**config.mk**
```make
export PLATFORM = sky130hd
export DESIGN_NAME = as_oq_stats
export DESIGN_NICKNAME = d
export VERILOG_FILES = /design/src/rtl/as_oq_stats_pkg.sv /design/src/rtl/as_sat_counter.sv /design/src/rtl/as_oq_stats.sv
export SDC_FILE = /design/constraint.sdc
export NUM_CORES = 2
export LEC_CHECK = 0
export BUFFER_PORTS_ARGS = -buffer_cell sky130_fd_sc_hd__buf_2
export CORE_AREA = 2 2 271 273
export CTS_CLUSTER_DIAMETER = 40
export DETAILED_ROUTE_END_ITERATION = 10
export DIE_AREA = 0 0 273 275
export PLACE_DENSITY = 0.73
export SLEW_MARGIN = 20
export SYNTH_ARGS = -nofsm -noshare
export SYNTH_HDL_FRONTEND = slang
export SYNTH_SLANG_ARGS = --single-unit
```
**constraint.sdc**
```tcl
create_clock -name clk -period 14.46 [get_ports clk]
set_input_delay 2.892 -clock clk [delete_from_list [all_inputs] [get_ports clk]]
set_output_delay 2.892 -clock clk [all_outputs]
set_load 0.03 [all_outputs]
```
**src/rtl/as_oq_stats_pkg.sv**
```systemverilog
// Shared IOQ module-header layout used by the output-queue stages.
package as_oq_stats_pkg;

    // ctrl value that tags the IOQ module header word
    localparam logic [7:0]  IO_QUEUE_STAGE_NUM = 8'hFF;

    // Bit positions of the IOQ header fields inside the 64-bit data word
    localparam int unsigned IOQ_BYTE_LEN_POS   = 0;
    localparam int unsigned IOQ_WORD_LEN_POS   = 32;
    localparam int unsigned IOQ_DST_PORT_POS   = 48;

    localparam int unsigned IOQ_LEN_WIDTH      = 16;

endpackage

```
**src/rtl/as_sat_counter.sv**
```systemverilog
// Saturating accumulator: adds inc when en, clamps at all-ones, clr wins.
// Ports: clk, reset (sync, active-low), clr, en, inc[INC_WIDTH], cnt[CNT_WIDTH].
module as_sat_counter
    import as_oq_stats_pkg::*;
#(
    parameter int unsigned CNT_WIDTH = 32,
    parameter int unsigned INC_WIDTH = 1
) (
    input  logic                 clk,
    input  logic                 reset,
    input  logic                 clr,
    input  logic                 en,
    input  logic [INC_WIDTH-1:0] inc,
    output logic [CNT_WIDTH-1:0] cnt
);

    localparam int unsigned SUM_WIDTH = CNT_WIDTH + 1;

    logic [SUM_WIDTH-1:0] sum;

    // One extra bit catches the carry that signals overflow
    assign sum = SUM_WIDTH'(cnt) + SUM_WIDTH'(inc);

    always_ff @(posedge clk) begin
        if (!reset || clr) begin
            cnt <= '0;
        end else if (en) begin
            cnt <= sum[CNT_WIDTH] ? '1 : sum[CNT_WIDTH-1:0];
        end
    end

endmodule

```
**src/rtl/as_oq_stats.sv**
```systemverilog
// Per-output-queue packet/byte accounting with a 2-entry pass-through buffer.
// Ports: clk, reset (sync, active-low); in_data/in_ctrl/in_wr/in_rdy upstream;
// out_data/out_ctrl/out_wr/out_rdy downstream; clr_cnt zeroes counters;
// pkt_cnt/byte_cnt packed per queue, hdr_err_cnt for header-less packets.
module as_oq_stats
    import as_oq_stats_pkg::*;
#(
    parameter int unsigned DATA_WIDTH        = 64,
    parameter int unsigned CTRL_WIDTH        = DATA_WIDTH / 8,
    parameter int unsigned NUM_OUTPUT_QUEUES = 8,
    parameter int unsigned CNT_WIDTH         = 32
) (
    input  logic                                   clk,
    input  logic                                   reset,
    input  logic [DATA_WIDTH-1:0]                  in_data,
    input  logic [CTRL_WIDTH-1:0]                  in_ctrl,
    input  logic                                   in_wr,
    output logic                                   in_rdy,
    output logic [DATA_WIDTH-1:0]                  out_data,
    output logic [CTRL_WIDTH-1:0]                  out_ctrl,
    output logic                                   out_wr,
    input  logic                                   out_rdy,
    input  logic                                   clr_cnt,
    output logic [NUM_OUTPUT_QUEUES*CNT_WIDTH-1:0] pkt_cnt,
    output logic [NUM_OUTPUT_QUEUES*CNT_WIDTH-1:0] byte_cnt,
    output logic [CNT_WIDTH-1:0]                   hdr_err_cnt
);

    typedef enum logic {
        HDRS    = 1'b0,
        PAYLOAD = 1'b1
    } state_t;

    // Buffer storage and occupancy
    logic [DATA_WIDTH-1:0] buf_data [2];
    logic [CTRL_WIDTH-1:0] buf_ctrl [2];
    logic                  rd_ptr;
    logic                  wr_ptr;
    logic [1:0]            count;
    logic                  push;
    logic                  pop;
    logic                  not_empty;

    // Accounting state
    state_t                         state;
    logic                           hdr_seen;
    logic [NUM_OUTPUT_QUEUES-1:0]   dst;
    logic [IOQ_LEN_WIDTH-1:0]       byte_len;
    logic                           commit;

    assign not_empty = (count != 2'd0);
    assign in_rdy    = (count != 2'd2);
    assign out_wr    = not_empty && out_rdy;
    assign out_data  = not_empty ? buf_data[rd_ptr] : '0;
    assign out_ctrl  = not_empty ? buf_ctrl[rd_ptr] : '0;

    // A write while full is dropped so the head entry is never overwritten
    assign push = in_wr && in_rdy;
    assign pop  = out_wr;

    // Two-entry ring buffer
    always_ff @(posedge clk) begin
        if (!reset) begin
            rd_ptr <= 1'b0;
            wr_ptr <= 1'b0;
            count  <= 2'd0;
        end else begin
            if (push) begin
                buf_data[wr_ptr] <= in_data;
                buf_ctrl[wr_ptr] <= in_ctrl;
                wr_ptr           <= ~wr_ptr;
            end
            if (pop) begin
                rd_ptr <= ~rd_ptr;
            end
            case ({push, pop})
                2'b10:   count <= count + 2'd1;
                2'b01:   count <= count - 2'd1;
                default: count <= count;
            endcase
        end
    end

    // Header/payload tracker, advancing only on departing words
    always_ff @(posedge clk) begin
        if (!reset) begin
            state    <= HDRS;
            hdr_seen <= 1'b0;
            dst      <= '0;
            byte_len <= '0;
        end else if (out_wr) begin
            case (state)
                HDRS: begin
                    if (out_ctrl == CTRL_WIDTH'(IO_QUEUE_STAGE_NUM)) begin
                        dst      <= out_data[IOQ_DST_PORT_POS +: NUM_OUTPUT_QUEUES];
                        byte_len <= out_data[IOQ_BYTE_LEN_POS +: IOQ_LEN_WIDTH];
                        hdr_seen <= 1'b1;
                    end else if (out_ctrl == '0) begin
                        state <= PAYLOAD;
                    end
                end
                PAYLOAD: begin
                    if (out_ctrl != '0) begin
                        state    <= HDRS;
                        hdr_seen <= 1'b0;
                    end
                end
                default: state <= HDRS;
            endcase
        end
    end

    // EOP word leaving the stage closes the packet
    assign commit = out_wr && (state == PAYLOAD) && (out_ctrl != '0);

    for (genvar i = 0; i < NUM_OUTPUT_QUEUES; i++) begin : g_queue
        as_sat_counter #(
            .CNT_WIDTH (CNT_WIDTH),
            .INC_WIDTH (1)
        ) u_pkt_cnt (
            .clk   (clk),
            .reset (reset),
            .clr   (clr_cnt),
            .en    (commit && hdr_seen && dst[i]),
            .inc   (1'b1),
            .cnt   (pkt_cnt[i*CNT_WIDTH +: CNT_WIDTH])
        );

        as_sat_counter #(
            .CNT_WIDTH (CNT_WIDTH),
            .INC_WIDTH (IOQ_LEN_WIDTH)
        ) u_byte_cnt (
            .clk   (clk),
            .reset (reset),
            .clr   (clr_cnt),
            .en    (commit && hdr_seen && dst[i]),
            .inc   (byte_len),
            .cnt   (byte_cnt[i*CNT_WIDTH +: CNT_WIDTH])
        );
    end

    as_sat_counter #(
        .CNT_WIDTH (CNT_WIDTH),
        .INC_WIDTH (1)
    ) u_hdr_err_cnt (
        .clk   (clk),
        .reset (reset),
        .clr   (clr_cnt),
        .en    (commit && !hdr_seen),
        .inc   (1'b1),
        .cnt   (hdr_err_cnt)
    );

endmodule

```
## Word level (Yosys, flattened, before mapping)

Memories as Yosys holds them, arrays and structs flattened. A register that Yosys moved wholly into a read port is not among the register bits.
Index checks and enable logic that the tools add are counted.

| word-level totals | value |
|---|---|
| memory bits (writable) | 144 |
| bits in registers | 574 |
| word-level logic and storage cells | 111 |
| memories kept | 2 |
| output and inout port bits | 618 |

| operators by class | value |
|---|---|
| add/subtract/negate cells | 19 |
| bitwise logic cells | 3 |
| reduce and logical (&&, ||, !) cells | 23 |
| eq/ne operators | 6 |
| mux-type cells | 34 |

Memories:

| name | words | bits a word | rd ports | clocked after memory_dff | write ports | RTL line | RTL |
|---|---|---|---|---|---|---|---|
| buf_data | 2 | 64 | 1 | 1 | 1 | as_oq_stats.sv:35 | `logic [DATA_WIDTH-1:0] buf_data [2];` |
| buf_ctrl | 2 | 8 | 1 | 1 | 1 | as_oq_stats.sv:36 | `logic [CTRL_WIDTH-1:0] buf_ctrl [2];` |

Operators by type and width:

| operator | number |
|---|---|
| $mux W32 | 17 |
| $add A32 B1 Y33 const B | 9 |
| $add A32 B16 Y33 | 8 |
| $mux W64 | 1 |
| $logic_and A1 B1 Y1 | 14 |
| $mux W1 | 12 |
| $eq A8 B8 Y1 const B | 1 |
| $logic_not A8 Y1 | 1 |
| $mux W8 | 1 |
| $reduce_bool A8 Y1 | 1 |
| $reduce_and A3 Y1 | 2 |
| $ne A2 B2 Y1 const B | 2 |
| $pmux W1 S2 | 2 |
| $pmux W2 S2 | 1 |
| $reduce_bool A2 Y1 | 2 |
| $not A1 Y1 | 3 |
| $add A2 B1 Y2 const B | 1 |
| $eq A2 B1 Y1 const B | 1 |
| $eq A2 B2 Y1 const B | 1 |
| $logic_not A1 Y1 | 2 |
| $ne A2 B1 Y1 const B | 1 |
| $sub A2 B1 Y2 const B | 1 |
| $logic_or A1 B1 Y1 | 1 |

## Longest topological paths before layout

| depth | value |
|---|---|
| depth in word-level cells | 6 |
| mapped depth | 12 |
| mapped depth without buffers | 10 |

## By module

A second synthesis with hierarchy kept.

| second synthesis, totals | value |
|---|---|
| cells, all modules | 4371 |
| area total of the unflattened synthesis | 39412.8 um^2 |

Modules (own cells, without submodules):

| module | instances | area an instance (um^2) | sequential area each (um^2) | cells an instance |
|---|---|---|---|---|
| as_sat_counter (g_queue[0].u_byte_cnt ...) | 7 | 2179.6 | 640.6 | 269 |
| as_sat_counter (g_queue[0].u_pkt_cnt ...) | 9 | 1684.1 | 640.6 | 195 |
| as_oq_stats | 1 | 6827.8 | 4944.7 | 467 |
| as_sat_counter (g_queue[2].u_byte_cnt) | 1 | 2170.8 | 640.6 | 266 |

## Least setup slack after synthesis

OpenSTA, ideal clock, no wires.

| timing path | value |
|---|---|
| path kind | input to register |
| start | input port in_wr |
| end | memory buf_ctrl[0][0] in the netlist's numbering, enable pin |
| arrival time | 8.292 ns |
| stages on the path | 2 |
| slack | 5.562 ns |
| buffers on the path | 0 |
| path through | nand2_1 -> nor3b_1 |

| between the ends | value |
|---|---|
| longest elaborated chain between the ends | 4 |

Ends and longest elaborated chain:

| element | RTL line | RTL |
|---|---|---|
| from (decl) | as_oq_stats.sv:17 | `input logic in_wr,` |
| $logic_and A1 B1 Y1 | as_oq_stats.sv:58 | `assign push = in_wr && in_rdy;` |
| $mux W1 | as_oq_stats.sv:68 | `if (push) begin` |
| $mux W1 | as_oq_stats.sv:63 | `if (!reset) begin` |
| $mux W1 (implied by the code) | as_oq_stats.sv:70 | `buf_ctrl[wr_ptr] <= in_ctrl;` |
| to (decl) | as_oq_stats.sv:36 |  |

Every way passes these cells.

## Worst setup path in the final report

| timing path | value |
|---|---|
| start | input port out_rdy |
| end | output port out_wr |

| between the ends | value |
|---|---|
| longest elaborated chain between the ends | 1 |

Ends and longest elaborated chain:

| element | RTL line | RTL |
|---|---|---|
| from (decl) | as_oq_stats.sv:22 | `input logic out_rdy,` |
| $logic_and A1 B1 Y1 | as_oq_stats.sv:53 | `assign out_wr = not_empty && out_rdy;` |
| to (decl) | as_oq_stats.sv:21 | `output logic out_wr,` |

Every way passes these cells.

==> results.yml <==
run_status:
  run_status: "completed"
clocking:
  htreeDepth: 3
  cts_post_setup_buffers_inserted: 0
  clock_path_buffers: 3
  cts.sinks: 719
  number_of_cts_inserted_buffers: 116
  clk-insertion-delay-late_ns: 0.68
  cts_hold_repair.buffers: 0
  clock-root-buffer: "sky130_fd_sc_hd__clkbuf_16"
  tritoncts: "built"
  path_clk_slew_ns: 0.06
  post_cts_resized: 0
route:
  avgViaCountPerCell: 5.74
  antenna_violation_net_count_after_detailed_routing: 0
  routed-via-count: 32300
  drc: 0
  totalWireLength_um: 112000
  router_iterations_before_antenna_repair: 5
  post_drt_wl_per_cell_um: 19.9
  drt-initial-drc-count: 2366
global_route:
  number_of_global_route_vias_before_repair: 30400
  grtUsageTotal_pct: 28.5
  grt_first_pass_wirelength_um: 171000
  initial_antenna_violation_count: 3
  grt_start_max_net_pins: 199
  global_route.overflow_total: 0
worst_setup_path:
  worstPathArrival_ns: 3.86
  start_kind: "input pin"
  worst_r2r_endpoint: "g_queue[7].u_pkt_cnt.cnt[31]"
  endpoint_kind: "output pin"
  endpoint: "out_wr"
  cp-startpoint: "out_rdy"
  critPathKind: "in -> out"
  rr_worst_depth: 8
  ff2ff_setup_slack_ns: 10.26
  cp_data_required_time_ns: 11.57
  crit_path_max_fanout: 10
power:
  p_total_uw: 5810
  power.ir.vdd_worst_mv: 0.170
  total_leakage_power_uw: 0.0187
  power_per_cell_area_nw_per_um2: 131
min_path:
  hold_path_class: "reg -> reg"
logic_synthesis:
  synthesized_netlist_cell_count: 3891
  synth_area_per_cell_sq_um: 9.23
  ys_top_cells_by_count: "sky130_fd_sc_hd__dfxtp_1 (575), sky130_fd_sc_hd__a21oi_1 (461), sky130_fd_sc_hd__nor2_1 (285)"
  synthTopCellsByArea: "sky130_fd_sc_hd__dfxtp_1 (32%), sky130_fd_sc_hd__edfxtp_1 (12%), sky130_fd_sc_hd__a21oi_1 (6.4%), sky130_fd_sc_hd__xor2_1 (5.0%), sky130_fd_sc_hd__ha_1 (4.8%)"
  yosys.cell_types.count: 91
  number_of_enable_flip_flop_cells_after_synthesis: 144
  ys_ff_latch: 719
  synthesized_cell_area_sq_um: 35900
  synth_top_flop_cell: "sky130_fd_sc_hd__dfxtp_1"
  netlist.top_cell.by_area: "sky130_fd_sc_hd__dfxtp_1"
  syn_warnings: 0
  synthArstFlopShare_pct: 0
  yosysSeqAreaShare_pct: 44.1
  post-synth-top-area-fraction_pct: 32.0
  synth_fp_nets: 4114
  yosysMostFrequentCell: "sky130_fd_sc_hd__dfxtp_1"
timing:
  max_slew.worst_pin.slew_ns: 1.07
  final.period_utilization_pct: 46.7
  max_freq_ghz: 0.148
  timing.final.max_slew_violations: 0
  setup-tns-final_ns: 0
  rsz0062_at_grt: "false"
  min_period_ns: 6.76
  slew_headroom_pct: 28.3
  hold_viol: 0
  finalSetupViolations: 0
  fin_worst_skew_ns: 0.0360
placed_design:
  gp_congestion: 0.913
  hpwl_um: 79300
  count_of_port_buffers_added_during_placement: 694
floorplanning:
  start_util_pct: 49.7
  design.die.area_sq_um: 75100
  ios: 695
  floorplan.rows: 99
  die_span_y_um: 275
  core_area_sq_um: 72300
  fp.dieW_um: 273
job:
  timing.max_cap.violations: 0
finish:
  finish.net_count: 4789
  drive_gt1_share_pct: 21.6
  final_core_util_pct: 61.5
  flow.area_growth_from_synthesis_pct: 23.8
-- power by group --
group	internal, uW	switching [uW]	total (uW)
Sequential	2100	35.8	2130
Clock	1900	1090	2990
Combinational	182	512	694
Total	4180	1640	5810
-- layout make-up --
cell class | instances | area (sq um)
Timing Repair Buffer | 734 | 3800
Clock inverter | 84 | 1180
Antenna cell | 1 | 2.50
Sequential cell | 719 | 15800
Inverter | 64 | 240
Tap cell | 959 | 1200
Fill cell | 6183 | 27900
Multi-Input combinational cell | 2931 | 19100
Clock buffer | 138 | 3090
-- cell usage in the layout, fill, tap and decap left out, types with 19 or more instances in the layout --
cell and instances:
sky130_fd_sc_hd__buf_2 694, sky130_fd_sc_hd__a21oi_1 460, sky130_fd_sc_hd__nand2_1 268, sky130_fd_sc_hd__a31oi_1 112, sky130_fd_sc_hd__bufinv_16 19, sky130_fd_sc_hd__xor2_1 206, sky130_fd_sc_hd__and3_1 97, sky130_fd_sc_hd__mux2i_1 114
sky130_fd_sc_hd__edfxtp_1 144, sky130_fd_sc_hd__o211a_1 20, sky130_fd_sc_hd__xnor2_1 169, sky130_fd_sc_hd__buf_4 38, sky130_fd_sc_hd__and2_1 42, sky130_fd_sc_hd__a211oi_1 45, sky130_fd_sc_hd__nand4_1 80, sky130_fd_sc_hd__o21a_1 19
sky130_fd_sc_hd__nor4_1 21, sky130_fd_sc_hd__dfxtp_1 573, sky130_fd_sc_hd__clkbuf_16 116, sky130_fd_sc_hd__nor3_1 72, sky130_fd_sc_hd__o21ai_0 217, sky130_fd_sc_hd__o21bai_1 24, sky130_fd_sc_hd__a311oi_1 21, sky130_fd_sc_hd__ha_1 138
sky130_fd_sc_hd__inv_6 21, sky130_fd_sc_hd__nor2_1 283, sky130_fd_sc_hd__nor2b_1 37, sky130_fd_sc_hd__nand3_1 154, sky130_fd_sc_hd__inv_1 63, sky130_fd_sc_hd__a21o_1 66, sky130_fd_sc_hd__and4_1 46
-- per-layer routing --
layer	wire, um	GRT usage (%)
met2	52600	47.2
met3	8500	7.33
met1	46100	34.7
met4	5110	13.2
met5	11	0
-- registers in the layout (all words and copies together), names as in the netlist, named ones only --
register                count
g_queue.u_pkt_cnt.cnt     256
count                       2
dst                         8
byte_len                   16
buf_data                  128
wr_ptr                      1
u_hdr_err_cnt.cnt          32
g_queue.u_byte_cnt.cnt    256
hdr_seen                    1
rd_ptr                      1
buf_ctrl                   16
state                       1
-- kinds of logic (layout without fill, tap and decap cells) --
group	count (synthesis)	in the layout	synth area share [%]
buffers and inverters	241	1020	2.79
flip-flops	719	719	44.1
AND/OR/NAND/NOR	1215	1215	17.4
other	0	1	0
adder cells (fa/ha/maj)	146	146	5.25
XOR/XNOR	375	375	9.14
multiplexers	114	114	3.18
AO/OA/AOI/OAI	1081	1081	18.1
-- through the flow --
stage / hold slack (ns) / setup slack [ns] / cell area (sq um) / instances
final: 0.491 / 7.70 / 44500 / 5630
after global routing: 0.509 / 7.64 / 44500 / 5630
after CTS: 0.494 / 7.70 / 44500 / 5628
after detailed placement: 0.480 / 7.70 / 40200 / 5406
after global placement: 0.469 / 7.71 / 40200 / 5406
after floorplan: 0.482 / 5.56 / 35900 / 3891
-- how the worst min path moves through the flow --
stage	from	to	slack (ns)	depth (start not counted)
2_1_floorplan	dst[0]	dst[0]	0.48	2
4_1_cts	g_queue[4].u_byte_cnt.cnt[21]	g_queue[4].u_byte_cnt.cnt[21]	0.49	1
3_5_place_dp	g_queue[4].u_byte_cnt.cnt[21]	g_queue[4].u_byte_cnt.cnt[21]	0.48	1
6_report	g_queue[4].u_byte_cnt.cnt[21]	g_queue[4].u_byte_cnt.cnt[21]	0.49	1
5_1_grt	g_queue[4].u_byte_cnt.cnt[21]	g_queue[4].u_byte_cnt.cnt[21]	0.51	1
3_3_place_gp	g_queue[4].u_byte_cnt.cnt[23]	g_queue[4].u_byte_cnt.cnt[23]	0.47	1
-- critical path, stage by stage --
cell,delay [ns]
sky130_fd_sc_hd__buf_2,0.10
sky130_fd_sc_hd__o21ai_1,0.37
sky130_fd_sc_hd__inv_2,0.25
sky130_fd_sc_hd__buf_2,0.25
Note: power is estimated with default switching activity, not from simulation.
